==> src/rtl/reduction_pkg.sv <==
// Shared types, constants and the result-selection helper for the reduction scheduler.
package reduction_pkg;

  // Op codes carried with each transaction; 6 and 7 are illegal.
  typedef enum logic [2:0] {
    OpAnd  = 3'd0,
    OpOr   = 3'd1,
    OpNand = 3'd2,
    OpNor  = 3'd3,
    OpXor  = 3'd4,
    OpXnor = 3'd5
  } op_e;

  typedef enum logic [1:0] {
    StIdle = 2'd0,
    StBusy = 2'd1,
    StResp = 2'd2
  } state_e;

  // Identity values of the three folds.
  localparam logic AndAccInit = 1'b1;
  localparam logic OrAccInit  = 1'b0;
  localparam logic XorAccInit = 1'b0;

  function automatic logic op_illegal(logic [2:0] op);
    return op > 3'd5;
  endfunction

  // Pick the result bit for an op from the folded accumulators; illegal ops yield 0.
  function automatic logic op_apply(logic [2:0] op, logic and_acc, logic or_acc,
                                    logic xor_acc);
    logic r;
    r = 1'b0;
    case (op)
      OpAnd:   r = and_acc;
      OpOr:    r = or_acc;
      OpNand:  r = ~and_acc;
      OpNor:   r = ~or_acc;
      OpXor:   r = xor_acc;
      OpXnor:  r = ~xor_acc;
      default: r = 1'b0;
    endcase
    return r;
  endfunction

endpackage

==> src/rtl/reduction_rr_arbiter.sv <==
// Combinational round-robin pick: first valid requester at or after ptr_i, wrapping.
module reduction_rr_arbiter #(
  parameter int unsigned N_REQ = 4
) (
  input  logic [N_REQ-1:0]         valid_i,
  input  logic [$clog2(N_REQ)-1:0] ptr_i,
  output logic [N_REQ-1:0]         gnt_o,
  output logic [$clog2(N_REQ)-1:0] idx_o,
  output logic                     any_o
);

  localparam int unsigned IdW = $clog2(N_REQ);
  localparam logic [IdW:0] NumReq = (IdW + 1)'(N_REQ);

  logic [2*N_REQ-1:0] dbl;
  logic [2*N_REQ-1:0] shifted;
  logic [N_REQ-1:0]   rot;
  logic [IdW:0]       sum;

  // Rotate valids so ptr_i lands at bit 0, then take the lowest set bit.
  always_comb begin
    dbl     = {valid_i, valid_i};
    shifted = dbl >> ptr_i;
    rot     = shifted[N_REQ-1:0];
    any_o   = 1'b0;
    idx_o   = '0;
    sum     = '0;
    for (int unsigned k = 0; k < N_REQ; k++) begin
      if (!any_o && rot[k]) begin
        any_o = 1'b1;
        sum   = {1'b0, ptr_i} + k[IdW:0];
        if (sum >= NumReq) begin
          sum = sum - NumReq;
        end
        idx_o = sum[IdW-1:0];
      end
    end
    gnt_o = '0;
    for (int unsigned m = 0; m < N_REQ; m++) begin
      gnt_o[m] = any_o && (idx_o == m[IdW-1:0]);
    end
  end

endmodule

==> src/rtl/reduction_sched.sv <==
// Round-robin scheduler sharing one AND/OR/XOR reduction engine among N_REQ requesters.
module reduction_sched
  import reduction_pkg::*;
#(
  parameter int unsigned N_REQ  = 4,
  parameter int unsigned DATA_W = 8,
  parameter int unsigned LEN_W  = 4
) (
  input  logic                     clk,
  input  logic                     rst_n,
  input  logic [N_REQ-1:0]         req_valid,
  output logic [N_REQ-1:0]         req_ready,
  input  logic [N_REQ*3-1:0]       req_op,
  input  logic [N_REQ*LEN_W-1:0]   req_len,
  input  logic [N_REQ*DATA_W-1:0]  req_data,
  output logic                     res_valid,
  input  logic                     res_ready,
  output logic                     res_bit,
  output logic [$clog2(N_REQ)-1:0] res_id,
  output logic [2:0]               res_op,
  output logic                     res_err
);

  localparam int unsigned IdW = $clog2(N_REQ);

  state_e           state_q;
  logic [IdW-1:0]   rr_ptr_q;
  logic [IdW-1:0]   gnt_id_q;
  logic [N_REQ-1:0] req_ready_q;
  logic [2:0]       op_q;
  logic [LEN_W-1:0] len_q;
  logic [LEN_W-1:0] beat_cnt_q;
  logic             and_acc_q, or_acc_q, xor_acc_q;
  logic             res_valid_q, res_bit_q, res_err_q;
  logic [2:0]       res_op_q;
  logic [IdW-1:0]   res_id_q;

  logic [N_REQ-1:0] arb_gnt;
  logic [IdW-1:0]   arb_idx;
  logic             arb_any;

  logic              sel_valid, sel_ready;
  logic [DATA_W-1:0] sel_data;
  logic [2:0]        sel_op;
  logic [LEN_W-1:0]  sel_len;
  logic              beat_fire, first_beat, last_beat;
  logic [2:0]        cur_op;
  logic [LEN_W-1:0]  cur_len;
  logic              and_d, or_d, xor_d;
  logic              res_bit_d, res_err_d;
  logic [IdW-1:0]    rr_ptr_d;

  reduction_rr_arbiter #(
    .N_REQ(N_REQ)
  ) u_arb (
    .valid_i(req_valid),
    .ptr_i  (rr_ptr_q),
    .gnt_o  (arb_gnt),
    .idx_o  (arb_idx),
    .any_o  (arb_any)
  );

  // Mux the granted requester's fields onto the engine.
  always_comb begin
    sel_valid = 1'b0;
    sel_ready = 1'b0;
    sel_data  = '0;
    sel_op    = '0;
    sel_len   = '0;
    for (int unsigned i = 0; i < N_REQ; i++) begin
      if (gnt_id_q == i[IdW-1:0]) begin
        sel_valid = req_valid[i];
        sel_ready = req_ready_q[i];
        sel_data  = req_data[i*DATA_W +: DATA_W];
        sel_op    = req_op[i*3 +: 3];
        sel_len   = req_len[i*LEN_W +: LEN_W];
      end
    end
  end

  // Beat transfer, fold update and result selection for the current beat.
  always_comb begin
    beat_fire  = (state_q == StBusy) && sel_valid && sel_ready;
    first_beat = (beat_cnt_q == '0);
    // op/len come straight from the bus on the first beat, from the latch afterwards.
    cur_op     = first_beat ? sel_op : op_q;
    cur_len    = first_beat ? sel_len : len_q;
    last_beat  = (beat_cnt_q == cur_len);
    and_d      = and_acc_q & (&sel_data);
    or_d       = or_acc_q | (|sel_data);
    xor_d      = xor_acc_q ^ (^sel_data);
    res_bit_d  = op_apply(cur_op, and_d, or_d, xor_d);
    res_err_d  = op_illegal(cur_op);
    rr_ptr_d   = (gnt_id_q == IdW'(N_REQ - 1)) ? '0 : gnt_id_q + 1'b1;
  end

  // Scheduler FSM with registered handshake and result outputs.
  always_ff @(posedge clk or negedge rst_n) begin
    if (!rst_n) begin
      state_q     <= StIdle;
      rr_ptr_q    <= '0;
      gnt_id_q    <= '0;
      req_ready_q <= '0;
      op_q        <= '0;
      len_q       <= '0;
      beat_cnt_q  <= '0;
      and_acc_q   <= AndAccInit;
      or_acc_q    <= OrAccInit;
      xor_acc_q   <= XorAccInit;
      res_valid_q <= 1'b0;
      res_bit_q   <= 1'b0;
      res_err_q   <= 1'b0;
      res_op_q    <= '0;
      res_id_q    <= '0;
    end else begin
      unique case (state_q)
        StIdle: begin
          if (arb_any) begin
            gnt_id_q    <= arb_idx;
            req_ready_q <= arb_gnt;
            beat_cnt_q  <= '0;
            state_q     <= StBusy;
          end
        end
        StBusy: begin
          // A dropped valid simply stalls here with the grant held.
          if (beat_fire) begin
            and_acc_q <= and_d;
            or_acc_q  <= or_d;
            xor_acc_q <= xor_d;
            if (first_beat) begin
              op_q  <= sel_op;
              len_q <= sel_len;
            end
            if (last_beat) begin
              req_ready_q <= '0;
              res_valid_q <= 1'b1;
              res_bit_q   <= res_bit_d;
              res_err_q   <= res_err_d;
              res_op_q    <= cur_op;
              res_id_q    <= gnt_id_q;
              state_q     <= StResp;
            end else begin
              beat_cnt_q <= beat_cnt_q + 1'b1;
            end
          end
        end
        StResp: begin
          if (res_ready) begin
            res_valid_q <= 1'b0;
            rr_ptr_q    <= rr_ptr_d;
            and_acc_q   <= AndAccInit;
            or_acc_q    <= OrAccInit;
            xor_acc_q   <= XorAccInit;
            beat_cnt_q  <= '0;
            state_q     <= StIdle;
          end
        end
        default: state_q <= StIdle;
      endcase
    end
  end

  assign req_ready = req_ready_q;
  assign res_valid = res_valid_q;
  assign res_bit   = res_bit_q;
  assign res_id    = res_id_q;
  assign res_op    = res_op_q;
  assign res_err   = res_err_q;

endmodule

==> config.mk <==
export PLATFORM = sky130hd
export DESIGN_NAME = reduction_sched
export DESIGN_NICKNAME = d
export VERILOG_FILES = /design/src/rtl/reduction_pkg.sv /design/src/rtl/reduction_rr_arbiter.sv /design/src/rtl/reduction_sched.sv
export SDC_FILE = /design/constraint.sdc
export NUM_CORES = 1
export LEC_CHECK = 0
export CAP_MARGIN = 5
export CORE_MARGIN = 2
export CORE_UTILIZATION = 48
export DETAILED_ROUTE_END_ITERATION = 7
export GPL_TIMING_DRIVEN = 0
export PLACE_DENSITY = 0.82
export REMOVE_ABC_BUFFERS = 1
export SETUP_SLACK_MARGIN = 0.4
export SYNTH_ARGS = -nofsm -noshare
export SYNTH_HDL_FRONTEND = slang
export SYNTH_HIERARCHICAL = 1
export SYNTH_SLANG_ARGS = --single-unit
export TNS_END_PERCENT = 5
==> constraint.sdc <==
create_clock -name clk -period 4.64 [get_ports clk]
set_input_delay 0.696 -clock clk [delete_from_list [all_inputs] [get_ports clk]]
set_output_delay 0.696 -clock clk [all_outputs]
set_load 0.02 [all_outputs]
==> metrics.md, run 1 <==
| Metric | Value |
|---|---|
| Power per cell area | `674 nW/um^2` |
| CTS tree | `built` |
| Gpl congestion | `0.780` |
| DP Area | `3330 um^2` |
| Nets | `448` |
| Ys flop type | `dfrtp_1` |
| Asr flop ratio synth | `1.00` |
| Unrepaired setup endpoints after global routing | `no` |
| Clock Power Share | `0.098` |
| Fin crit period | `3.85 ns` |
| CTS Buffer Depth | `2` |
| Worst-path clk slew | `0.07 ns` |
| Initial Utilization | `0.503` |
| Multi-input gate area | `1570 um^2` |
| Slew HR | `0.192` |
| I/O Pins | `79` |
| RR Endpoint | `res_id[0]` |
| Final setup vio count | `0` |
| ANT cells | `0` |
| Die W | `77.4 um` |
| Drt pass-1 iters | `4` |
| Min-delay worst type | `input pin to asynchronous set/reset pin` |
| Post-route cell area | `3420 um^2` |
| Syn Inst Count | `300` |
| Core ar. | `5140 um^2` |
| CTS resizes | `0` |
| Clk sinks | `32` |
| Avg Vias per Cell | `5.69` |
| Tcrit/Tclk final | `0.829` |
| Setup crit start | `gnt_id_q[1]` |
| Largest area contributor in the netlist | `dfrtp_1` |
| Reg power frac | `0.217` |
| Reg2Reg Launch Point | `gnt_id_q[1]` |
| Critical Path Source Type | `flop` |
| Synth top area cells | `dfrtp_1 30%, ha_1 6.8%, nor2_1 4.9%` |
| Outcome | `finished, final reports clean` |
| EDFF count, synth | `0` |
| FF-to-FF path depth | `8` |
| Setup crit end kind | `flop` |
| Die Y-Extent | `77.4 um` |
| Total Power | `2.30 mW` |
| Crit path max fanout | `21` |
| Worst path required time | `4.81 ns` |
| H-tree depth | `2` |
| Starting DRT DRC Count | `165` |
| DPL Wire Length | `5.08 mm` |
| Post-Route WL | `6.87 mm` |
| GRT overflow | `0` |
| Vias | `2492` |
| Layout area overhead | `32.1%` |
| ANT nets after route | `0` |
| Tightest Pin Transition | `1.21 ns` |
| Final Util | `0.665` |
| Total GRT Usage | `0.238` |
| Comb power frac | `0.685` |
| Switching part of the total | `0.459` |
| Final-report hold violation count | `0` |
| Top cell type's share of synthesized area | `0.300` |
| Setup_tns | `0 ns` |
| Slowest CP cell | `nor4_4` |
| Worst-Skew Late Latency | `0.29 ns` |
| FMAX | `0.260 GHz` |
| Sequential share of the synthesized area | `0.310` |
| Register area | `802 um^2` |
| P_leak | `1.53 nW` |
| Synth Register Bits | `32` |
| Postcts setup bufs | `0` |
| Vias in the first global route | `2458` |
| Die ar. | `5990 um^2` |
| Fillers | `454` |
| Final slew viol count | `0` |
| Share of layout cells above drive strength 1 | `0.0761` |
| Max Cap Viol | `0` |
| Worst path max stage delay | `0.89 ns` |
| Reg2reg setup slack | `0.79 ns` |
| Worst VDD drop | `0.000415 V` |
| First-pass GRT wire length | `11.3 mm` |
| Ys Warns | `6` |
| Worst hold slack | `0.471 ns` |
| Row count | `26` |
| Wirelength per Cell | `15.7 um` |
| Mean Syn Cell Area | `8.62 um^2` |
| Port Buffer Count | `78` |
| DRC viols | `0` |
| Largest net degree at the start of global routing | `35` |
| Mapped Area | `2590 um^2` |
| Worst Path Class, Setup | `flop to flop` |
| Synth unique cells | `63` |
| Initial antenna violation count | `0` |
| CP arrival | `4.02 ns` |
| Root buf cell | `clkbuf_8` |
| Net switching power | `1.06 mW` |
| CP Cell Sequence | `inv_1 > ha_1 > and2b_4 > a311oi_1 > o31ai_4 > nand2_1 > nor4_4 > mux2_2` |
| Cts bufs inserted | `5` |
| Hold buffers post-CTS | `0` |
| Clk_skew | `0.00918 ns` |
| Internal Power | `1.25 mW` |
## worst max-delay path: cells and delay by family (launching register included)
family / cells / cell delay [ns]
mux: 1 / 0.41
fa+ha+maj: 1 / 0.47
flops: 1 / 0.39
compound gates: 2 / 0.60
simple gates: 3 / 1.77
buf+inv: 1 / 0.09
## layout make-up
type	count	share of cell area
Clock buffer	8	0.0264
Timing Repair Buffer	78	0.227
Tap cell	70	0.0256
Multi-Input combinational cell	225	0.459
Inverter	25	0.0275
Sequential cell	32	0.235
## cell usage after synthesis, types with 5 or more instances
cell type and instances:
a21o_1 10, a21oi_1 24, a221o_1 5, a22o_1 5, a22oi_1 11, a31oi_1 6
buf_6 7, dfrtp_1 31, ha_1 14, inv_1 25, mux2i_1 5, nand2_1 27
nand3_1 8, nor2_1 34, o21ai_0 12, xnor2_1 7
## per-layer routing
layer	track usage	vias to the layer above	share of wire
met1	0.293	1202	0.43
met5	0	-	0
met4	0.0821	0	0.028
met3	0.0465	20	0.044
met2	0.413	67	0.50
li1	-	1203	-
## flip-flops by register name, summed over array words and instances, names as in the netlist
register    count
and_acc_q       1
beat_cnt_q      4
gnt_id_q        2
len_q           4
op_q            3
or_acc_q        1
req_ready       4
res_bit         1
res_err         1
res_id          2
res_op          3
res_valid       1
rr_ptr_q        2
state_q         2
xor_acc_q       1
## worst max-delay path by stage
stage,cells past startpoint,endpoint,slack [ns]
after detailed placement,7,res_id[0],0.76
final,8,res_id[0],0.79
after CTS,7,res_id[0],0.73
after global routing,8,res_id[0],0.48
after floorplan,15,res_bit,1.49
after global placement,7,res_id[0],0.83
## metrics by stage
step           worst slack (ns)  cells
3_5_place_dp              0.761    430
2_1_floorplan              1.49    282
3_3_place_gp              0.827    430
4_1_cts                   0.728    438
6_report                  0.793    438
5_1_grt                   0.481    438
## power by group through the flow
stage	clock, mW	combinational (mW)	sequential, mW
after floorplan	0	1.13	0.531
after global placement	0	1.52	0.498
after detailed placement	0	1.57	0.499
after CTS	0.227	1.57	0.500
after global routing	0.240	1.77	0.517
final	0.225	1.58	0.501
## layout by cell type (no fill, tap or decap), drive strengths merged, types with 2 or more instances in the layout
cell	n
a21boi	2
a21o	10
a21oi	25
a221o	5
a22o	5
a22oi	11
a311oi	2
a31oi	6
and2	2
and2b	2
and3	2
clkbuf	8
clkdlybuf4s50	77
dfrtp	31
ha	14
inv	25
mux2	7
mux2i	5
nand2	27
nand2b	2
nand3	8
nand3b	3
nor2	34
nor3	2
nor3b	2
o211ai	2
o21ai	14
o21bai	2
o221a	2
o22ai	2
o31ai	2
xnor2	7
## logic make-up after synthesis
logic type / Yosys count / share of synthesized area
flip-flops: 32 / 0.310
buffers and inverters: 43 / 0.0846
adder cells (fa/ha/maj): 14 / 0.0677
multiplexers: 12 / 0.0542
XOR/XNOR: 8 / 0.0271
AND/OR/NAND/NOR: 94 / 0.191
AO/OA/AOI/OAI: 97 / 0.266
No activity file was read; power rests on OpenSTA's default activity.
==> inputs of run 2 (changes only) <==
Settings changed: CORE_UTILIZATION 48 to 43, PLACE_DENSITY 0.82 to 0.77.
Clock period 4.64 ns to 3.3 ns, I/O delays scaled along.
==> metrics.md, run 2 (synthesis results as in run 1) <==
| Metric | Value |
|---|---|
| Slew HR | `0.509` |
| Total GRT Usage | `0.220` |
| Initial antenna violation count | `0` |
| Gpl congestion | `0.805` |
| I/O Pins | `79` |
| Critical Path Source Type | `flop` |
| CTS tree | `built` |
| GR Util met1 | `0.297` |
| Fin crit period | `2.90 ns` |
| Crit path max fanout | `13` |
| Final slew viol count | `0` |
| ANT cells | `0` |
| P_leak | `1.61 nW` |
| Fillers | `486` |
| Tightest Pin Transition | `0.736 ns` |
| Worst-Skew Late Latency | `0.28 ns` |
| Final setup vio count | `0` |
| DP Area | `3330 um^2` |
| Post-route cell area | `3670 um^2` |
| Setup crit end kind | `flop` |
| GRT busiest layer | `met2` |
| DRC viols | `0` |
| Layout area overhead | `42.0%` |
| Comb power frac | `0.699` |
| GRT overflow | `0` |
| Clock Power Share | `0.104` |
| First-pass GRT wire length | `11.5 mm` |
| Worst-path clk slew | `0.07 ns` |
| Die W | `81.6 um` |
| Largest net degree at the start of global routing | `35` |
| Met3 GRT Util | `0.0374` |
| Final worst setup slack | `0.402 ns` |
| Initial Utilization | `0.442` |
| Avg Vias per Cell | `5.49` |
| Final Util | `0.628` |
| FMAX | `0.345 GHz` |
| Drt pass-1 iters | `4` |
| Most frequent cells in the layout | `77 x clkdlybuf4s50_1, 34 x nor2_1, 29 x dfrtp_1, 26 x nand2_1, 24 x a21oi_1` |
| Die Y-Extent | `81.6 um` |
| Internal Power | `1.98 mW` |
| Tcrit/Tclk final | `0.878` |
| Reg power frac | `0.198` |
| DPL Wire Length | `4.91 mm` |
| Post-Route WL | `7.11 mm` |
| Worst path required time | `3.47 ns` |
| Port Buffer Count | `78` |
| Reg2reg setup slack | `0.40 ns` |
| Starting DRT DRC Count | `224` |
| Root buf cell | `clkbuf_8` |
| Row count | `28` |
| Setup_tns | `0 ns` |
| Core ar. | `5850 um^2` |
| Nets | `460` |
| Unrepaired setup endpoints after global routing | `yes` |
| Max Cap Viol | `0` |
| Place WS | `-0.586 ns` |
| Cts bufs inserted | `5` |
| Vias | `2497` |
| Worst Path Class, Setup | `flop to flop` |
| Net switching power | `1.59 mW` |
| Outcome | `finished, final reports clean` |
| Vias in the first global route | `2495` |
| Power per cell area | `971 nW/um^2` |
| Clk_skew | `0.00706 ns` |
| CTS Buffer Depth | `2` |
| Die ar. | `6650 um^2` |
| Grt met2 use | `0.366` |
| Final-report hold violation count | `0` |
| H-tree depth | `2` |
| Wirelength per Cell | `15.6 um` |
| Commonest non-fill, non-tap cell in the layout | `clkdlybuf4s50_1` |
| Clk sinks | `32` |
| Worst VDD drop | `0.000592 V` |
| Total Power | `3.57 mW` |
| Switching part of the total | `0.444` |
| CP arrival | `3.07 ns` |
| ANT nets after route | `0` |
| Min-delay worst type | `input pin to asynchronous set/reset pin` |
| Share of layout cells above drive strength 1 | `0.155` |
[run 2: metal layers]
metal	share of wire	up-vias
met2	0.50	70
met3	0.054	11
met1	0.43	1196
met5	0	-
met4	0.014	0
li1	-	1220
[run 2: per-stage QoR]
step / hold WS [ns] / cells
final: 0.273 / 455
after global routing: 0.318 / 455
after CTS: 0.301 / 452
after detailed placement: 0.475 / 435
after global placement: 0.463 / 435
after floorplan: 0.199 / 282
[run 2: final cells by class]
cell class              count  area, um^2  share of cell area
well taps                  75        93.8              0.0255
clock buffers               6        72.6              0.0198
inverters                  25        96.3              0.0262
repair buffers             90         883               0.240
flip-flops and latches     32         805               0.219
clock inverters             2        35.0             0.00954
multi-input cells         225        1690               0.459
[run 2: path summary, 6_finish.rpt]
path	start	end	cells past startpoint
max in group asynchronous	rst_n	gnt_id_q[0]	1
worst min-delay path	rst_n	req_ready[3]	1
worst min register to register	op_q[0]	op_q[0]	2
worst max register to register	gnt_id_q[0]	res_id[0]	10
worst max-delay path	gnt_id_q[0]	res_id[0]	10
min in group clk	op_q[0]	op_q[0]	2
[run 2: critical path: stages, from the launching register on]
cell and delay (ns):
dfrtp_2 0.43, buf_6 0.13, ha_4 0.15, and2b_4 0.32
buf_2 0.24, a311oi_1 0.16, o31ai_4 0.26, nand2_2 0.22
nor4_4 0.37, buf_12 0.18, mux2_2 0.33
[run 2: timing repair]
action                                  in CTS  in global routing
gates resized for setup                     19                  7
pin swaps                                    5                  5
endpoints found under the setup margin      25                 14
hold buffers                                 0                  0
setup buffers                                9                  3
[run 2: power by group through the flow]
stage	Sequential (mW)	Clock, mW	Combinational, mW
global placement	0.698	0	2.15
finish	0.705	0.371	2.49
global route	0.728	0.397	2.77
detailed placement	0.704	0	2.19
CTS	0.699	0.376	2.38
floorplan	0.747	0	1.59
